**src/rtl/lap_reader.sv**
```systemverilog
// Walks stored stopwatch laps on next/previous/latest commands and reads them back from the lap BRAM.
// Latency: event cycle to valid pulse is 3 cycles. Commands arriving while a read is in flight are dropped.
module lap_reader #(
  parameter int WIDTH  = 9,
  parameter int ADDR_W = 10
) (
  input  logic              clk,
  input  logic              rst,
  input  logic              en,
  input  logic [1:0]        comanda,
  input  logic [ADDR_W:0]   cnt,
  input  logic [WIDTH-1:0]  rd_data,
  output logic              rd_en,
  output logic [ADDR_W-1:0] rd_adr,
  output logic [WIDTH-1:0]  lap_data,
  output logic              valid,
  output logic              busy,
  output logic              empty,
  output logic [ADDR_W-1:0] ptr
);

  typedef enum logic [1:0] {IDLE, ISSUE, WAIT} state_t;

  localparam logic [1:0] CMD_NEXT   = 2'b01;
  localparam logic [1:0] CMD_PREV   = 2'b10;
  localparam logic [1:0] CMD_LATEST = 2'b11;

  state_t            state;
  logic [1:0]        cmd_q;
  logic              cmd_evt;
  logic [ADDR_W:0]   cnt_m1;
  logic [ADDR_W-1:0] ptr_nxt;

  assign empty   = (cnt == '0);
  // cnt == 2**ADDR_W yields cnt_m1 = 2**ADDR_W-1, which fits after truncation
  assign cnt_m1  = cnt - 1'b1;
  assign cmd_evt = (state == IDLE) && en && (comanda != 2'b00) &&
                   (comanda != cmd_q) && !empty;

  always_comb begin
    ptr_nxt = ptr;
    case (comanda)
      CMD_NEXT:   ptr_nxt = ({1'b0, ptr} >= cnt_m1) ? '0 : ptr + 1'b1;
      CMD_PREV:   ptr_nxt = ((ptr == '0) || ({1'b0, ptr} >= cnt)) ?
                            cnt_m1[ADDR_W-1:0] : ptr - 1'b1;
      CMD_LATEST: ptr_nxt = cnt_m1[ADDR_W-1:0];
      default:    ptr_nxt = ptr;
    endcase
  end

  always_ff @(posedge clk or negedge rst) begin
    if (!rst) begin
      state    <= IDLE;
      cmd_q    <= 2'b00;
      ptr      <= '0;
      rd_en    <= 1'b0;
      rd_adr   <= '0;
      lap_data <= '0;
      valid    <= 1'b0;
      busy     <= 1'b0;
    end else begin
      cmd_q <= comanda;
      valid <= 1'b0;
      rd_en <= 1'b0;
      case (state)
        IDLE: begin
          if (cmd_evt) begin
            ptr    <= ptr_nxt;
            rd_adr <= ptr_nxt;
            rd_en  <= 1'b1;
            busy   <= 1'b1;
            state  <= ISSUE;
          end
        end
        ISSUE: state <= WAIT;
        WAIT: begin
          // BRAM data for the ISSUE strobe is present during this cycle
          lap_data <= rd_data;
          valid    <= 1'b1;
          busy     <= 1'b0;
          state    <= IDLE;
        end
        default: state <= IDLE;
      endcase
    end
  end

endmodule

```
**config.mk**
```make
export PLATFORM = sky130hd
export DESIGN_NAME = lap_reader
export DESIGN_NICKNAME = d
export VERILOG_FILES = /design/src/rtl/lap_reader.sv
export SDC_FILE = /design/constraint.sdc
export NUM_CORES = 1
export LEC_CHECK = 0
export CELL_PAD_IN_SITES_DETAIL_PLACEMENT = 0
export CELL_PAD_IN_SITES_GLOBAL_PLACEMENT = 2
export CORE_MARGIN = 2
export CORE_UTILIZATION = 31
export DETAILED_ROUTE_END_ITERATION = 7
export GPL_TIMING_DRIVEN = 0
export HOLD_SLACK_MARGIN = 0.15
export MAX_ROUTING_LAYER = met4
export PLACE_DENSITY = 0.87
export SETUP_SLACK_MARGIN = 0.2
export SYNTH_ARGS = -nofsm -noshare
export SYNTH_HDL_FRONTEND = slang
export SYNTH_SLANG_ARGS = --single-unit
```
**constraint.sdc**
```tcl
create_clock -name clk -period 5.2 [get_ports clk]
set_clock_uncertainty 0.05 [all_clocks]
set_input_delay 0.78 -clock clk [delete_from_list [all_inputs] [get_ports clk]]
set_output_delay 0.78 -clock clk [all_outputs]
set_load 0.01 [all_outputs]
```
Yosys cells after proc, flatten, opt, wreduce, memory -nomap -nowiden
Cells that the tools add are included.
Word-level totals
  output and inout port bits: 33
  input port bits: 25
  register bits: 26
Cells by class
  $lt $le $gt $ge: 2
  equality and inequality tests: 7
  muxes and demuxes: 10
  reductions and logical operators: 14
  add/subtract/negate cells: 3
Operators with widths (count)
  case mux 10 bit (3 select lines): 1
  greater-or-equal comparator 10 x 11 -> 1 bit: 2
  2-to-1 mux 10 bit: 2
  zero test 11 bit: 1
  subtractor 11 x 1 -> 11 bit (second input constant): 1
  adder 10 x 1 -> 10 bit (second input constant): 1
  zero test 10 bit: 1
  subtractor 10 x 1 -> 10 bit (second input constant): 1
  equality test 2 bit (second input constant): 3
  equality test 2 x 1 -> 1 bit (second input constant): 2
  logical AND 1 bit: 4
  2-to-1 mux 1 bit: 4
  case mux 2 bit (2 select lines): 1
  nonzero test 2 bit: 2
  AND reduction 3 bit: 1
  nonzero test 3 bit: 1
  zero test 2 bit: 1
  2-to-1 mux 2 bit: 1
  != test 2 bit: 1
  != test 2 bit (second input constant): 1
  case mux 1 bit (2 select lines): 1
  AND reduction 2 bit: 1
  zero test 1 bit: 1
  logical OR 1 bit: 1

Longest topological paths before layout
  word-level depth: 7
  gate-level depth with buffers: 14

Worst setup path before layout
Ideal clock, no wire load.
  path type: input to register
  start point: input port cnt[0]
  end point: register ptr[9]
  data arrival time: 2.915 ns
  path buffers: 1
  stages on the path: 14
  path slack: 2.148 ns
  setup time: 0.087 ns
  cells stage by stage: inv_1 -> ha_1 -> nand2b_1 -> nor2_1 -> xnor2_1 -> ha_1 -> or2_2 -> o2111ai_1 -> o22ai_1 -> a2111oi_2 -> a211o_2 -> buf_6 -> o211ai_2 -> o211ai_1
On the way
  cells in the longest elaborated chain, start to end: 4
  elaborated cells on any way between the ends: 11
  those cells by class: add/sub (1); order compare (2); mux (3); reduce/logical (5)
RTL lines
  start, declared: line 11  | input logic [ADDR_W:0] cnt,
  subtractor 11 x 1 -> 11 bit, or another cell as far along: line 36  | assign cnt_m1 = cnt - 1'b1;
  greater-or-equal comparator 10 x 11 -> 1 bit, or another cell as far along: line 43  | CMD_NEXT: ptr_nxt = ({1'b0, ptr} >= cnt_m1) ? '0 : ptr + 1'b1;
  2-to-1 mux 10 bit, or another cell as far along: line 43
  case mux 10 bit (3 select lines) / AND reduction 3 bit (equally long branches)
  end signal, assigned: line 68  | ptr <= ptr_nxt;
  end, declared: line 19  | output logic [ADDR_W-1:0] ptr
Parallel ways exist; a longest one is shown, timed or not.
A chain may end at the register's enable or synchronous reset.

Worst setup path after layout
  start point: input port cnt[0]
  end point: register ptr[8]
Same word-level chain as after synthesis.

==> flow_summary.json <==
{
  "drc": 0,
  "rrSetupSlack_ns": 2.26,
  "final_core_util_pct": 42.3,
  "clkTransAtPathRegs_ns": 0.10,
  "die_w_um": 89.3,
  "cts_max_level": 1,
  "ys_ff_latch": 26,
  "ys_seq_area_share_pct": 28.9,
  "min-delay-start": "state[1]",
  "status": "finished, final reports clean",
  "fill_cells": 767,
  "arrival_ns": 3.96,
  "path_cells": "clkdlybuf4s50_1 -> inv_1 -> ha_1 -> nand2b_1 -> nor2_1 -> xnor2_1 -> ha_1 -> or2_2 -> o2111ai_1 -> o22ai_1 -> a2111oi_2 -> a211o_2 -> buf_6 -> nand4_1 -> nand3_1",
  "routabilityCongestion": 0.864,
  "vias": 2177,
  "die_h_um": 89.3,
  "hold_path_end": "state[1]",
  "fin_setup_tns_ns": 0,
  "syn-instance-count": 263,
  "multi_input_area_um2": 1390,
  "grt_max_degree": 27,
  "avgSynthCellArea_um2": 8.57,
  "yosys_warnings": 0,
  "r2r-start": "ptr[0]",
  "cts_num_sinks": 26,
  "holdPathStages": 1,
  "critPathKind": "input pin to register",
  "critPathLaunchType": "input pin",
  "rows": 31,
  "final_common_cell": "clkdlybuf4s50_1",
  "grt_pass1_vias": 2104,
  "pin_count": 58,
  "r2r_cells": 10,
  "routedWlPerCell_um": 15.4,
  "cts_buffer_depth": 2,
  "ctsHoldBuffers": 0,
  "relSlewSlack_pct": 51.3,
  "maxCapViolCount": 0,
  "area_growth_syn_to_layout_pct": 33.7,
  "cts_resized": 0,
  "crit_required_ns": 5.37,
  "cts_tree": "done",
  "cp_max_fo": 10,
  "critPathMaxStageDelay_ns": 0.57,
  "ant_nets": 0,
  "final-hold-violation-count": 0,
  "regArea_um2": 651,
  "track_usage_pct": 17.1,
  "routed_wl_mm": 6.53,
  "drive_gt1_share_pct": 13.0,
  "clockRootBuffer": "clkbuf_8",
  "slowest_stage": "clkdlybuf4s50_1",
  "grt_antenna_before_repair": 0,
  "drt_first_pass_iters": 4,
  "gr-total-overflow": 0,
  "p_leak_uw": 0.00122,
  "clock.fmax_mhz": 264,
  "end_kind": "register",
  "final_cell_mix": "56 x clkdlybuf4s50_1, 26 x dfrtp_1, 20 x inv_1",
  "initial_core_util_pct": 31.6,
  "synthesis.nets": 307,
  "timing_max_transition_violations_final": 0,
  "worst_pin_slew_ns": 0.727,
  "cts_buffers": 3,
  "synthesis.area_um2": 2250,
  "hp-class": "register to register",
  "port_buffers": 57,
  "post_cts_buffers": 0,
  "coreArea_um2": 7140,
  "power.density_nw_per_um2": 475,
  "ir_drop_uv": 165,
  "timing.final.crit_period_ns": 3.79,
  "design.final.nets": 369,
  "ys_types": 49,
  "die_area_um2": 7970,
  "vias_per_cell": 5.15,
  "worst_path_most_repeated_cell": "ha_1",
  "rsz0062_at_grt": "no",
  "r2r_end": "ptr[9]",
  "finalSetupViolCount": 0,
  "grt_pass1_wl_mm": 10.3,
  "dpl.hpwl_mm": 5.16,
  "fin_crit_sh_pct": 72.8,
  "antenna_cells": 0,
  "worstSkewPairLatency_ns": 0.29,
  "drtIter0Drc": 125
}
[routing by layer]
layer  vias up  wire (um)  track usage, %
met5         -          0               -
met1      1044       3080            23.0
met3         8        192           0.923
li1       1077          -               -
met2        48       3140            27.7
met4         0        115            5.56
[Yosys cell counts, drive strengths merged]
master / n / share of area, %
xor2: 3 / 1.2
or2: 4 / 1.1
o211ai: 5 / 1.9
nand2: 14 / 2.3
o21ai: 12 / 2.7
or3: 4 / 1.1
o31a: 1 / 0.39
and3: 2 / 0.55
a311o: 1 / 0.44
o221ai: 2 / 0.78
o22ai: 2 / 0.55
buf: 16 / 5.0
a221o: 1 / 0.44
a32oi: 5 / 1.9
o2111ai: 2 / 0.78
nor4: 3 / 0.83
nand3: 14 / 3.1
nand2b: 2 / 0.55
inv: 20 / 3.3
nand4b: 4 / 1.6
dfrtp: 26 / 29
a2111oi: 2 / 1.1
a21boi: 4 / 1.3
nor3: 16 / 4.0
nor3b: 2 / 0.67
nor2: 14 / 2.3
clkbuf: 7 / 1.2
a211o: 2 / 0.83
a21oi: 11 / 2.4
xnor2: 11 / 4.3
ha: 19 / 11
o31ai: 2 / 0.67
nor2b: 3 / 0.83
mux2: 11 / 5.5
nand4: 7 / 1.9
o21a: 3 / 1.0
or4: 1 / 0.50
a22oi: 1 / 0.33
a31oi: 2 / 0.55
and2: 2 / 0.67
[critical path, delay by kind of cell]
kind                       cells  cell delay (ns)
AOI/OAI and AO/OA              4             0.91
and+or+nand+nor                5             0.78
buffers and inverters          3             0.86
xor gates and xnor gates       1             0.17
adders and majority gates      2             0.45
[kinds of logic after synthesis]
kind of cell | Yosys count | synth area share (%)
mux | 11 | 5.49
flops | 26 | 28.9
fa+ha+maj | 19 | 10.5
xor+xnor | 14 | 5.44
compound gates | 58 | 18.1
buf+inv | 43 | 9.49
simple gates | 92 | 22.1
[where the power goes]
part / internal, uW / switching, uW / total [uW]
Combinational: 467 / 431 / 897
Sequential: 271 / 83.4 / 354
Clock: 103 / 77.7 / 181
Total: 841 / 592 / 1430
[registers in the layout (all words and copies together), names as in the netlist]
| name | flops |
|---|---|
| ptr | 10 |
| lap_data | 9 |
| cmd_q | 2 |
| state | 2 |
| busy | 1 |
| rd_en | 1 |
| valid | 1 |
[how the worst max path moves through the flow]
stage          startpoint      to  slack, ns  cells past startpoint
6_report           cnt[0]  ptr[8]       1.41                     15
5_1_grt            cnt[0]  ptr[9]       1.24                     15
4_1_cts            cnt[0]  ptr[8]       1.43                     15
3_5_place_dp       cnt[0]  ptr[8]       1.14                     15
3_3_place_gp       cnt[0]  ptr[8]       1.17                     15
2_1_floorplan      cnt[0]  ptr[9]       2.15                     14
[final cells by class]
class                      count  share of cell area (%)
buffer                        23                    4.61
clock buffer                   3                    1.37
clock inverter                 1                   0.996
inverter                      20                    2.49
multi-input combinational    194                    46.1
sequential                    26                    21.6
tap                           99                    4.11
timing repair buffer          57                    18.8
[stage by stage]
step                power (uW)  hold WS, ns  instance area, um^2  setup slack (ns)  std cells
detailed placement        1260        0.386                 2950              1.14        419
floorplan                  883        0.367                 2250              2.15        263
global placement          1240        0.380                 2950              1.17        419
global route              1550        0.430                 3020              1.24        423
finish                    1430        0.403                 3020              1.41        423
CTS                       1440        0.402                 3020              1.43        423
(Power assumes the default switching activity.)
